===== src/rtl/gpio_in_reader_if.sv =====
// CPU data-bus view of the GPIO input port: address/strobe in, registered read data and irq out.
interface gpio_in_reader_if;
   logic [31:0] Ar;
   logic        MemRead;
   logic [31:0] RDr;
   logic        Irq;

   modport master (output Ar, MemRead, input RDr, Irq);
   modport slave  (input Ar, MemRead, output RDr, Irq);
endinterface


===== src/rtl/gpio_in_reader.sv =====
// GPIO input port: per-pin synchronizer + tick-sampled debounce + sticky rise status,
// read back over the data bus as debounced levels or clear-on-read edge status.
module gpio_in_lane (
   input  logic clk,
   input  logic rst,
   input  logic pin,
   input  logic tick,
   input  logic clr,
   output logic deb,
   output logic stat,
   output logic stat_nxt
);
   logic s1, s2, samp;
   logic deb_nxt, rise;

   // deb only follows s2 when two consecutive ticks saw the same level
   always_comb begin
      deb_nxt = deb;
      if (tick && (s2 == samp)) deb_nxt = s2;
      rise     = deb_nxt & ~deb;
      stat_nxt = (stat & ~clr) | rise;
   end

   always_ff @(posedge clk) begin
      if (rst) begin
         s1   <= 1'b0;
         s2   <= 1'b0;
         samp <= 1'b0;
         deb  <= 1'b0;
         stat <= 1'b0;
      end else begin
         s1   <= pin;
         s2   <= s1;
         if (tick) samp <= s2;
         deb  <= deb_nxt;
         stat <= stat_nxt;
      end
   end
endmodule

module gpio_in_reader #(
   parameter int          WIDTH     = 8,
   parameter int          DB_CYCLES = 4,
   parameter logic [31:0] DATA_ADDR = 32'hABD0,
   parameter logic [31:0] STAT_ADDR = 32'hABD4
) (
   input  logic             clk,
   input  logic             rst,
   input  logic [WIDTH-1:0] Inr,
   gpio_in_reader_if.slave  bus
);
   localparam int            CW       = (DB_CYCLES > 1) ? $clog2(DB_CYCLES) : 1;
   localparam logic [CW-1:0] CNT_LAST = CW'(DB_CYCLES - 1);

   logic [CW-1:0]    cnt;
   logic             tick;
   logic             rd_data, rd_stat;
   logic [WIDTH-1:0] deb, stat, stat_nxt;

   assign tick    = (cnt == CNT_LAST);
   assign rd_data = bus.MemRead && (bus.Ar == DATA_ADDR);
   assign rd_stat = bus.MemRead && (bus.Ar == STAT_ADDR);

   always_ff @(posedge clk) begin
      if (rst) cnt <= '0;
      else     cnt <= tick ? '0 : cnt + 1'b1;
   end

   for (genvar i = 0; i < WIDTH; i++) begin : g_lane
      gpio_in_lane u_lane (
         .clk      (clk),
         .rst      (rst),
         .pin      (Inr[i]),
         .tick     (tick),
         .clr      (rd_stat),
         .deb      (deb[i]),
         .stat     (stat[i]),
         .stat_nxt (stat_nxt[i])
      );
   end

   // Irq registered from next-state status so it tracks stat exactly, with no path from the bus
   always_ff @(posedge clk) begin
      if (rst) begin
         bus.RDr <= '0;
         bus.Irq <= 1'b0;
      end else begin
         bus.Irq <= |stat_nxt;
         if (rd_data)      bus.RDr <= 32'(deb);
         else if (rd_stat) bus.RDr <= 32'(stat);
         else              bus.RDr <= '0;
      end
   end
endmodule


===== src/flat_wrapper.sv =====
// flat-port wrapper written by rule: the top's interface ports become plain ports
module gpio_in_reader_flat 
#(
   parameter int          WIDTH     = 8,
   parameter int          DB_CYCLES = 4,
   parameter logic [31:0] DATA_ADDR = 32'hABD0,
   parameter logic [31:0] STAT_ADDR = 32'hABD4
)
  (clk, rst, Inr, bus_Ar, bus_MemRead, bus_RDr, bus_Irq);
  gpio_in_reader_if bus_i ();
  input  logic clk;
  input  logic rst;
  input  logic [WIDTH-1:0] Inr;
  input wire logic [$bits(bus_i.Ar)-1:0] bus_Ar;
  input wire logic [$bits(bus_i.MemRead)-1:0] bus_MemRead;
  output wire logic [$bits(bus_i.RDr)-1:0] bus_RDr;
  output wire logic [$bits(bus_i.Irq)-1:0] bus_Irq;
  assign bus_i.Ar = bus_Ar;
  assign bus_i.MemRead = bus_MemRead;
  assign bus_RDr = bus_i.RDr;
  assign bus_Irq = bus_i.Irq;
  gpio_in_reader #(.WIDTH(WIDTH), .DB_CYCLES(DB_CYCLES), .DATA_ADDR(DATA_ADDR), .STAT_ADDR(STAT_ADDR)) u_core (.clk(clk), .rst(rst), .Inr(Inr), .bus(bus_i));
endmodule

===== config.mk =====
export PLATFORM = sky130hd
export DESIGN_NAME = gpio_in_reader_flat
export DESIGN_NICKNAME = d
export VERILOG_FILES = /design/src/rtl/gpio_in_reader_if.sv /design/src/rtl/gpio_in_reader.sv /design/src/flat_wrapper.sv
export SDC_FILE = /design/constraint.sdc
export NUM_CORES = 1
export LEC_CHECK = 0
export CORE_MARGIN = 3
export CORE_UTILIZATION = 26
export DETAILED_ROUTE_END_ITERATION = 10
export HOLD_SLACK_MARGIN = 0.1
export PLACE_DENSITY = 0.63
export SLEW_MARGIN = 20
export SYNTH_ARGS = -nofsm -noshare
export SYNTH_HDL_FRONTEND = slang
export SYNTH_SLANG_ARGS = --single-unit

===== constraint.sdc =====
create_clock -name clk -period 5.3 [get_ports clk]
set_input_delay 1.06 -clock clk [delete_from_list [all_inputs] [get_ports clk]]
set_output_delay 1.06 -clock clk [all_outputs]
set_load 0.02 [all_outputs]

==> insert_results.sql, run 1 <==
INSERT INTO impl_metrics (metric_group, metric, value, unit) VALUES
('status', 'status', 'complete, no violations', ''),
('synth', 'synth-edff-count', '0', ''),
('drt', 'detail_route.wirelength', '3791', 'um'),
('synth', 'synth_cell_type_count', '30', ''),
('sta', 'timing_hold_violations_final', '0', ''),
('global_route', 'antenna_violations_before_repair', '0', ''),
('global_route', 'met3_usage', '2.869', '%'),
('synth', 'yosysSeqAreaShare', '49.91', '%'),
('placement', 'port_buffers', '51', ''),
('setup_path', 'path_class', 'input pin to flip-flop', ''),
('global_route', 'grt_first_pass_wirelength', '6120', 'um'),
('clock_tree', 'maximum_clock_insertion_buffer_count', '2', ''),
('clock_tree', 'clock_pin_slew_reported_for_the_worst_setup_and_hold_paths_after_clock_tree_synthesis', '80', 'ps'),
('sta', 'grt_setup_unrepaired', 'false', ''),
('die', 'height_of_the_die', '94.70', 'um'),
('clock_tree', 'clk_latency', '300', 'ps'),
('power', 'max-vdd-ir-drop', '0.00009954', 'V'),
('synth', 'post-synth-top-count-cell', 'dfxtp_1', ''),
('clock_tree', 'post_cts_resized', '0', ''),
('synth', 'synth_area', '0.002046', 'sq mm'),
('global_route', 'met2_usage', '13.92', '%'),
('sta', 'fin_tns_setup', '0', 'ps'),
('global_route', 'global_route.usage.met1', '10.76', '%'),
('setup_path', 'crit_required', '5440', 'ps'),
('sta', 'timing.clock.skew', '3.844', 'ps'),
('synth', 'postSynth.asyncResetShare', '0', '%'),
('synth', 'synth_top_cell_by_area', 'dfxtp_1', ''),
('die', 'placement_rows', '31', ''),
('synth', 'synthesized_instance_count', '215', ''),
('setup_path', 'arrival', '2980', 'ps'),
('global_route', 'grt_most_used_layer', 'met2', ''),
('synth', 'synth.yosys.warnings', '0', ''),
('setup_path', 'worst-path-max-fanout', '9', ''),
('setup_path', 'setup.worst_path.start_class', 'input pin', ''),
('cells_and_area', 'antennaDiodeCount', '0', ''),
('sta', 'min_period', '2834', 'ps'),
('global_route', 'gr-total-overflow', '0', ''),
('drt', 'antenna_left', '0', ''),
('power', 'power.density', '264.7', 'mW/mm^2'),
('drt', 'via_per_inst', '4.115', ''),
('clock_tree', 'cts.root.buffer_cell', 'clkbuf_8', ''),
('clock_tree', 'clock-sinks', '51', ''),
('drt', 'drc_violation_count_after_routing', '0', ''),
('synth', 'synth_area_leaders', 'dfxtp_1 50%, buf_4 8.8%, nor2b_1 4.9%', ''),
('drt', 'drt-wirelength-per-cell', '10.41', 'um'),
('sta', 'maxSlewViolCount', '0', ''),
('clock_tree', 'h-tree-depth', '2', ''),
('sta', 'final-setup-viol-count', '0', ''),
('placement', 'finalWeightedCongestion', '0.7615', ''),
('worst_hold_path', 'min_path_type', 'flip-flop to flip-flop', ''),
('synth', 'syn_area_per_cell', '9.515', 'sq um'),
('global_route', 'first_global_vias', '1374', ''),
('sta', 'worst-slew-pin-transition', '736.6', 'ps'),
('placement', 'dp_hpwl', '2852', 'um'),
('global_route', 'global_route.usage.total', '8.717', '%'),
('flow_run', 'max-cap-violations', '0', ''),
('drt', 'drt_pass1_iterations', '4', ''),
('power', 'p_leak', '0.0009595', 'uW'),
('clock_tree', 'cts_tree', 'built', ''),
('sta', 'worst_slew_margin_rel', '50.49', '%'),
('cells_and_area', 'design.final.nets', '308', ''),
('die', 'start_util', '27.47', '%'),
('cells_and_area', 'area.growth.synth_to_final', '29.66', '%'),
('synth', 'synthTopCellsByCount', '51 x dfxtp_1, 24 x buf_4, 19 x nor2_1', ''),
('sta', 'fmaxAchievable', '352.8', 'MHz'),
('cells_and_area', 'final_core_util', '35.62', '%'),
('synth', 'postSynthRegisterBits', '51', ''),
('global_route', 'maximum_number_of_pins_on_one_net_before_global_route_repair', '47', ''),
('die', 'die_area', '0.008968', 'sq mm'),
('drt', 'drt-initial-drc-count', '88', ''),
('clock_tree', 'ctsHoldBuffers', '0', ''),
('synth', 'synth.top_cell.area_share', '49.91', '%'),
('clock_tree', 'cts-buffers-inserted', '5', ''),
('setup_path', 'endpoint_kind', 'flip-flop', ''),
('die', 'num_io_pins', '76', ''),
('clock_tree', 'postCtsSetupRepairBufs', '0', ''),
('sta', 'final_min_period_over_clock_period', '53.48', '%'),
('die', 'chipWidth', '94.70', 'um'),
('drt', 'via_count', '1498', ''),
('cells_and_area', 'layout-drive-gt1-share', '4.151', '%'),
('synth', 'ys_dominant_reg_cell', 'dfxtp_1', ''),
('die', 'core-area', '0.007447', 'sq mm');
final timing paths:
check | from | to | slack (ps) | depth (start not counted)
worst min-delay path | u_core.cnt[0] | u_core.cnt[0] | 430 | 1
worst max-delay path | bus_Ar[10] | u_core.bus.Irq | 2470 | 5
worst min register to register | u_core.cnt[0] | u_core.cnt[0] | 430 | 1
worst max register to register | u_core.cnt[0] | u_core.g_lane[1].u_lane.deb | 3690 | 4
worst max-delay path: stages:
cell	delay, ps
clkdlybuf4s50_1	390
nand4b_1	160
or4b_4	530
nor4_2	670
o22ai_1	160
cell usage in the layout (no fill, tap or decap):
master / Yosys / layout
a21o_1: 1 / 1
a21oi_1: 15 / 15
a41o_1: 1 / 1
and2_1: 7 / 7
buf_4: 24 / 1
clkbuf_1: 7 / 1
clkbuf_8: 0 / 7
clkdlybuf4s50_1: 0 / 51
conb_1: 1 / 24
dfxtp_1: 51 / 51
ha_1: 1 / 1
inv_1: 8 / 8
mux2i_1: 9 / 9
nand2_1: 2 / 2
nand2b_1: 3 / 3
nand3b_1: 6 / 6
nand4_1: 4 / 4
nand4b_1: 3 / 3
nor2_1: 19 / 19
nor2b_1: 16 / 16
nor3_1: 1 / 1
nor3b_1: 1 / 1
nor4_1: 5 / 5
nor4_2: 1 / 1
nor4b_1: 1 / 1
o21ai_0: 15 / 15
o22ai_1: 3 / 3
o32ai_1: 6 / 6
or4_4: 1 / 1
or4b_4: 1 / 1
logic make-up (layout without fill, tap and decap cells):
kind of cell	count (synthesis)	in the layout	share of synthesized area, %
other	1	24	0.1833
AOI/OAI and AO/OA	41	41	11.68
DFF	51	51	49.91
adders and majority gates	1	1	0.6115
buffers and inverters	41	68	12.29
muxes	9	9	4.404
and+or+nand+nor	71	71	20.92
sequential cells by signal, indices dropped and copies added (netlist names):
signal,cells
u_core.bus.RDr,8
u_core.g_lane.u_lane.deb,8
u_core.g_lane.u_lane.s1,8
u_core.g_lane.u_lane.s2,8
u_core.g_lane.u_lane.samp,8
u_core.g_lane.u_lane.stat,8
u_core.cnt,2
u_core.bus.Irq,1
report_power, final:
| part | switching [uW] | internal [uW] | total (uW) |
|---|---|---|---|
| sequential | 3.34 | 391 | 395 |
| clock | 119 | 119 | 238 |
| combinational | 33.1 | 36.0 | 69.1 |
routing by layer:
layer,vias to the layer above,routed length (um)
li1,792,-
met1,654,1723
met2,46,1742
met3,6,279
met4,0,46
met5,-,0
through the flow:
step	total power [uW]	std cells	instance area, sq um	setup WS, ps	hold slack (ps)
2_1_floorplan	451.5	238	2132	2760	404.3
3_5_place_dp	473.2	356	2552	2133	421.1
5_1_grt	736.2	364	2653	2312	461.2
3_3_place_gp	472.0	356	2552	2162	412.8
6_report	702.2	364	2653	2466	432.2
4_1_cts	711.0	364	2653	2459	433.4
final cells by class:
cell class                 count  area (sq um)
fill                         781          4795
sequential                    51          1021
multi-input combinational    146         859.6
timing repair buffer          52         518.0
tap                           99         123.9
clock buffer                   8         100.1
inverter                       8         30.03
(Power assumes the default switching activity.)
==> inputs of run 2 (changes only) <==
PLACE_DENSITY = 0.65   (was 0.63)
clock period = 2.4 ns   (was 5.3 ns; I/O delays follow)
==> insert_results.sql, run 2 (same netlist as run 1, synthesis figures left out) <==
INSERT INTO impl_metrics (metric_group, metric, value, unit) VALUES
('sta', 'final_min_period_over_clock_period', '85.50', '%'),
('drt', 'via_count', '1536', ''),
('drt', 'drc_violation_count_after_routing', '0', ''),
('sta', 'grt_setup_unrepaired', 'false', ''),
('die', 'height_of_the_die', '94.70', 'um'),
('power', 'max-vdd-ir-drop', '0.0001698', 'V'),
('setup_path', 'arrival', '2300', 'ps'),
('drt', 'maxUsedRoutingLayer', 'met4', ''),
('die', 'chipWidth', '94.70', 'um'),
('setup_path', 'setup.worst_path.start_class', 'input pin', ''),
('placement', 'port_buffers', '51', ''),
('global_route', 'global_route.usage.total', '9.120', '%'),
('sta', 'maxSlewViolCount', '0', ''),
('drt', 'drt-wirelength-per-cell', '10.63', 'um'),
('drt', 'antenna_left', '0', ''),
('clock_tree', 'ctsHoldBuffers', '0', ''),
('clock_tree', 'clock_pin_slew_reported_for_the_worst_setup_and_hold_paths_after_clock_tree_synthesis', '90', 'ps'),
('clock_tree', 'postCtsSetupRepairBufs', '0', ''),
('cells_and_area', 'area.growth.synth_to_final', '31.07', '%'),
('drt', 'met3RoutedLength', '300', 'um'),
('clock_tree', 'cts.root.buffer_cell', 'clkbuf_8', ''),
('clock_tree', 'clk_latency', '310', 'ps'),
('clock_tree', 'clock-sinks', '51', ''),
('placement', 'finalWeightedCongestion', '0.7380', ''),
('sta', 'timing_hold_violations_final', '0', ''),
('placement', 'dp_hpwl', '2998', 'um'),
('setup_path', 'path_class', 'input pin to flip-flop', ''),
('flow_run', 'max-cap-violations', '0', ''),
('cells_and_area', 'design_area', '0.002681', 'sq mm'),
('power', 'p_switching', '360.1', 'uW'),
('setup_path', 'crit_path_from', 'bus_Ar[8]', ''),
('die', 'core-area', '0.007447', 'sq mm'),
('global_route', 'grt_first_pass_wirelength', '6444', 'um'),
('clock_tree', 'post_cts_resized', '0', ''),
('drt', 'wl_met2', '1811', 'um'),
('setup_path', 'crit_required', '2650', 'ps'),
('global_route', 'maximum_number_of_pins_on_one_net_before_global_route_repair', '29', ''),
('worst_hold_path', 'startpoint_of_the_worst_hold_path', 'u_core.cnt[0]', ''),
('drt', 'drt_pass1_iterations', '4', ''),
('setup_path', 'worst-path-max-fanout', '8', ''),
('drt', 'via_per_inst', '4.174', ''),
('clock_tree', 'cts-buffers-inserted', '5', ''),
('clock_tree', 'maximum_clock_insertion_buffer_count', '2', ''),
('sta', 'final-setup-viol-count', '0', ''),
('power', 'power.density', '575.2', 'mW/mm^2'),
('placement', 'placedInstanceArea', '0.002582', 'sq mm'),
('die', 'start_util', '27.47', '%'),
('clock_tree', 'h-tree-depth', '2', ''),
('clock_tree', 'cts_tree', 'built', ''),
('setup_path', 'cpPeakStageDelay', '580', 'ps'),
('cells_and_area', 'antennaDiodeCount', '0', ''),
('global_route', 'antenna_violations_before_repair', '0', ''),
('setup_path', 'reg2reg_slack', '1030', 'ps'),
('power', 'seq_power_share', '56.5', '%'),
('power', 'p_sw_share', '23.35', '%'),
('cells_and_area', 'layout_common_cells', '51 x clkdlybuf4s50_1, 51 x dfxtp_1, 24 x conb_1', ''),
('setup_path', 'endpoint_kind', 'flip-flop', ''),
('sta', 'timing.clock.skew', '14.59', 'ps'),
('setup_path', 'critPathSlowestCell', 'or4_4', ''),
('drt', 'detail_route.wirelength', '3910', 'um'),
('die', 'num_io_pins', '76', ''),
('worst_hold_path', 'min_path_type', 'flip-flop to flip-flop', ''),
('sta', 'fmaxAchievable', '487.3', 'MHz'),
('die', 'die_area', '0.008968', 'sq mm'),
('cells_and_area', 'design.final.nets', '312', ''),
('drt', 'drt-initial-drc-count', '80', ''),
('power', 'combinationalPowerShare', '10.2', '%'),
('power', 'power_report.internal_total', '1182', 'uW'),
('setup_path', 'worst-path-buf-inv', '1', ''),
('die', 'placement_rows', '31', ''),
('global_route', 'gr-total-overflow', '0', ''),
('status', 'status', 'complete, no violations', ''),
('sta', 'fin_tns_setup', '0', 'ps'),
('cells_and_area', 'layout-drive-gt1-share', '5.948', '%'),
('sta', 'min_period', '2052', 'ps'),
('cells_and_area', 'fill_cells', '770', ''),
('setup_path', 'critical_path_cell_list', 'clkdlybuf4s50_1 > nand4b_1 > or4b_4 > or4_4 > nor2_1', ''),
('setup_path', 'top_delay_family_on_crit_path', 'simple AND/OR/NAND/NOR gates', ''),
('drt', 'wl_met1', '1744', 'um'),
('power', 'p_leak', '0.0009759', 'uW'),
('setup_path', 'rr_startpoint', 'u_core.cnt[0]', ''),
('global_route', 'first_global_vias', '1482', ''),
('power', 'clock_power_share', '33.3', '%');
==> run 2: changes by cell type in the layout (fill, tap and decap cells not counted), sizes merged <==
| cell | before | now |
|---|---|---|
| buf | 1 | 5 |
| clkbuf | 8 | 6 |
| clkinv | 0 | 1 |
| clkinvlp | 0 | 1 |
==> run 2: layer usage <==
metal,global-route usage [%],vias to the layer above
met4,3.005,0
li1,-,804
met3,3.506,7
met2,15.03,46
met1,10.87,679
met5,0,-
==> run 2: final cells by class <==
cell class,instances,area (sq um),area share (%)
Clock buffer,6,82.58,3.080
Clock inverter,2,16.27,0.6066
Inverter,8,30.03,1.120
Multi-Input combinational cell,146,859.6,32.06
Sequential cell,51,1021,38.08
Tap cell,99,123.9,4.620
Timing Repair Buffer,56,548.0,20.44
==> run 2: power by group through the flow <==
stage          combinational [uW]  clock [uW]  sequential, uW
6_report                      157         514             872
5_1_grt                       171         575             875
4_1_cts                       157         534             872
3_5_place_dp                  157           0             892
3_3_place_gp                  155           0             891
2_1_floorplan                 108           0             889
==> run 2: final timing paths <==
check,end,cells after the start
worst max-delay path,u_core.bus.RDr[6],5
worst min-delay path,u_core.cnt[0],1
worst max register to register,u_core.g_lane[5].u_lane.deb,4
worst min register to register,u_core.cnt[0],1
==> run 2: stage by stage <==
stage	instances	hold slack (ps)	utilization (%)	setup slack [ps]	total power, uW
2_1_floorplan	238	404.3	-	440.1	997.0
4_1_cts	368	430.3	36.00	356.2	1563
5_1_grt	368	456.0	36.00	279.9	1620
6_report	368	425.5	36.00	347.9	1542
3_5_place_dp	360	418.0	34.68	26.10	1049
3_3_place_gp	360	413.1	34.68	63.05	1046
==> inputs of run 3 (changes only) <==
REMOVE_ABC_BUFFERS = 1   (was unset)
==> insert_results.sql, run 3 (same netlist as run 1, synthesis figures left out) <==
INSERT INTO impl_metrics (metric_group, metric, value, unit) VALUES
('setup_path', 'worst-path-max-fanout', '8', ''),
('setup_path', 'setup.worst_path.start_class', 'input pin', ''),
('global_route', 'first_global_vias', '1491', ''),
('drt', 'drt_pass1_iterations', '4', ''),
('setup_path', 'rr_startpoint', 'u_core.cnt[0]', ''),
('placement', 'dp_hpwl', '3232', 'um'),
('cells_and_area', 'antennaDiodeCount', '0', ''),
('cells_and_area', 'layoutNonFillerInstCount', '368', ''),
('global_route', 'maximum_number_of_pins_on_one_net_before_global_route_repair', '38', ''),
('worst_hold_path', 'whs_path_depth', '1', ''),
('setup_path', 'timing.rr.end', 'u_core.g_lane[7].u_lane.deb', ''),
('cells_and_area', 'layout_common_cells', '51 x clkdlybuf4s50_1, 51 x dfxtp_1, 24 x conb_1', ''),
('setup_path', 'arrival', '2300', 'ps'),
('global_route', 'gr-total-overflow', '0', ''),
('die', 'start_util', '27.47', '%'),
('die', 'height_of_the_die', '94.70', 'um'),
('setup_path', 'critical_path_cell_list', 'clkdlybuf4s50_1 > nand4b_1 > or4b_4 > or4_4 > nor2_1', ''),
('power', 'power.density', '567.0', 'mW/mm^2'),
('setup_path', 'endpoint_kind', 'flip-flop', ''),
('die', 'placement_rows', '31', ''),
('global_route', 'global_route.usage.total', '9.334', '%'),
('sta', 'timing_hold_violations_final', '0', ''),
('sta', 'fin_tns_setup', '0', 'ps'),
('clock_tree', 'cts-buffers-inserted', '5', ''),
('setup_path', 'critPathSlowestCell', 'or4_4', ''),
('worst_hold_path', 'min_to', 'u_core.cnt[0]', ''),
('sta', 'final-setup-viol-count', '0', ''),
('clock_tree', 'clock_pin_slew_reported_for_the_worst_setup_and_hold_paths_after_clock_tree_synthesis', '90', 'ps'),
('setup_path', 'crit_required', '2650', 'ps'),
('global_route', 'grt_first_pass_wirelength', '6693', 'um'),
('power', 'p_leak', '0.0009686', 'uW'),
('clock_tree', 'h-tree-depth', '2', ''),
('global_route', 'antenna_violations_before_repair', '0', ''),
('cells_and_area', 'area.growth.synth_to_final', '30.58', '%'),
('drt', 'via_per_inst', '4.293', ''),
('cells_and_area', 'fill_cells', '769', ''),
('clock_tree', 'post_cts_resized', '0', ''),
('drt', 'drc_violation_count_after_routing', '0', ''),
('sta', 'fmaxAchievable', '486.4', 'MHz'),
('sta', 'post-route-worst-setup-slack', '343.9', 'ps'),
('drt', 'antenna_left', '0', ''),
('setup_path', 'reg2reg_slack', '1030', 'ps'),
('status', 'status', 'complete, no violations', ''),
('clock_tree', 'clk_latency', '300', 'ps'),
('die', 'num_io_pins', '76', ''),
('sta', 'maxSlewViolCount', '0', ''),
('drt', 'drt-initial-drc-count', '108', ''),
('clock_tree', 'cts_tree', 'built', ''),
('worst_hold_path', 'startpoint_of_the_worst_hold_path', 'u_core.cnt[0]', ''),
('placement', 'dpl_worst_slack', '3.304', 'ps'),
('cells_and_area', 'design.final.nets', '312', ''),
('sta', 'min_period', '2056', 'ps'),
('die', 'core-area', '0.007447', 'sq mm'),
('drt', 'drt-wirelength-per-cell', '11.52', 'um'),
('placement', 'post-place-cells', '360', ''),
('sta', 'final_min_period_over_clock_period', '85.67', '%'),
('cells_and_area', 'layout-drive-gt1-share', '5.948', '%'),
('die', 'die_area', '0.008968', 'sq mm'),
('setup_path', 'worst-path-buf-inv', '1', ''),
('clock_tree', 'postCtsSetupRepairBufs', '0', ''),
('setup_path', 'r2r_cells', '4', ''),
('worst_hold_path', 'min_path_type', 'flip-flop to flip-flop', ''),
('placement', 'port_buffers', '51', ''),
('drt', 'via_count', '1580', ''),
('clock_tree', 'maximum_clock_insertion_buffer_count', '2', ''),
('sta', 'timing.clock.skew', '7.966', 'ps'),
('die', 'chipWidth', '94.70', 'um'),
('flow_run', 'max-cap-violations', '0', ''),
('clock_tree', 'cts.root.buffer_cell', 'clkbuf_8', ''),
('placement', 'finalWeightedCongestion', '0.7420', ''),
('sta', 'grt_setup_unrepaired', 'false', ''),
('setup_path', 'cpPeakStageDelay', '590', 'ps'),
('clock_tree', 'clock-sinks', '51', ''),
('power', 'max-vdd-ir-drop', '0.0002541', 'V'),
('drt', 'detail_route.wirelength', '4241', 'um'),
('setup_path', 'top_delay_family_on_crit_path', 'simple AND/OR/NAND/NOR gates', ''),
('setup_path', 'path_class', 'input pin to flip-flop', ''),
('clock_tree', 'ctsHoldBuffers', '0', '');
run 3: cell count changes in the layout (fill, tap and decap cells not counted):
| cell | previous run | this run |
|---|---|---|
| clkinvlp_4 | 1 | 2 |
| clkinv_2 | 0 | 1 |
| clkinv_4 | 1 | 0 |
| clkbuf_8 | 6 | 5 |
run 3: worst max path at each step:
| stage | slack [ps] | from | to | cells past startpoint |
|---|---|---|---|---|
| CTS | 330 | bus_Ar[10] | u_core.bus.RDr[7] | 5 |
| global route | 260 | bus_Ar[10] | u_core.bus.RDr[1] | 5 |
| finish | 340 | bus_Ar[10] | u_core.bus.RDr[3] | 5 |
| detailed placement | 3 | bus_Ar[10] | u_core.bus.RDr[7] | 5 |
| global placement | 50 | bus_Ar[10] | u_core.bus.RDr[6] | 5 |
| floorplan | 440 | bus_Ar[10] | u_core.g_lane[1].u_lane.stat | 4 |
run 3: through the flow:
stage               util (%)  total power (uW)  hold slack, ps  area, sq um
global placement       34.68              1049           414.1         2582
floorplan                  -             953.3           400.3         1911
CTS                    35.87              1540           436.6         2671
detailed placement     34.68              1052           422.7         2582
global route           35.87              1589           457.4         2671
finish                 35.87              1515           436.2         2671
run 3: area by class of cell:
type	instances	area (sq um)	area share [%]
Multi-Input combinational cell	146	859.6	32.18
Sequential cell	51	1021	38.22
Tap cell	99	123.9	4.637
Clock inverter	3	20.02	0.7494
Clock buffer	5	68.82	2.576
Inverter	8	30.03	1.124
Timing Repair Buffer	56	548.0	20.52
run 3: where the power goes:
part	total, uW	leakage, uW	internal [uW]	switching [uW]
combinational	160	0.000514	82.8	76.8
clock	483	0.0000402	203	280
sequential	872	0.000415	864	7.81
run 3: layer usage:
layer / track usage, % / vias up / wire, um
met5: 0 / - / 0
met4: 2.163 / 0 / 36
met3: 3.825 / 3 / 563
met2: 15.62 / 66 / 1843
met1: 11.16 / 714 / 1799
li1: - / 797 / -
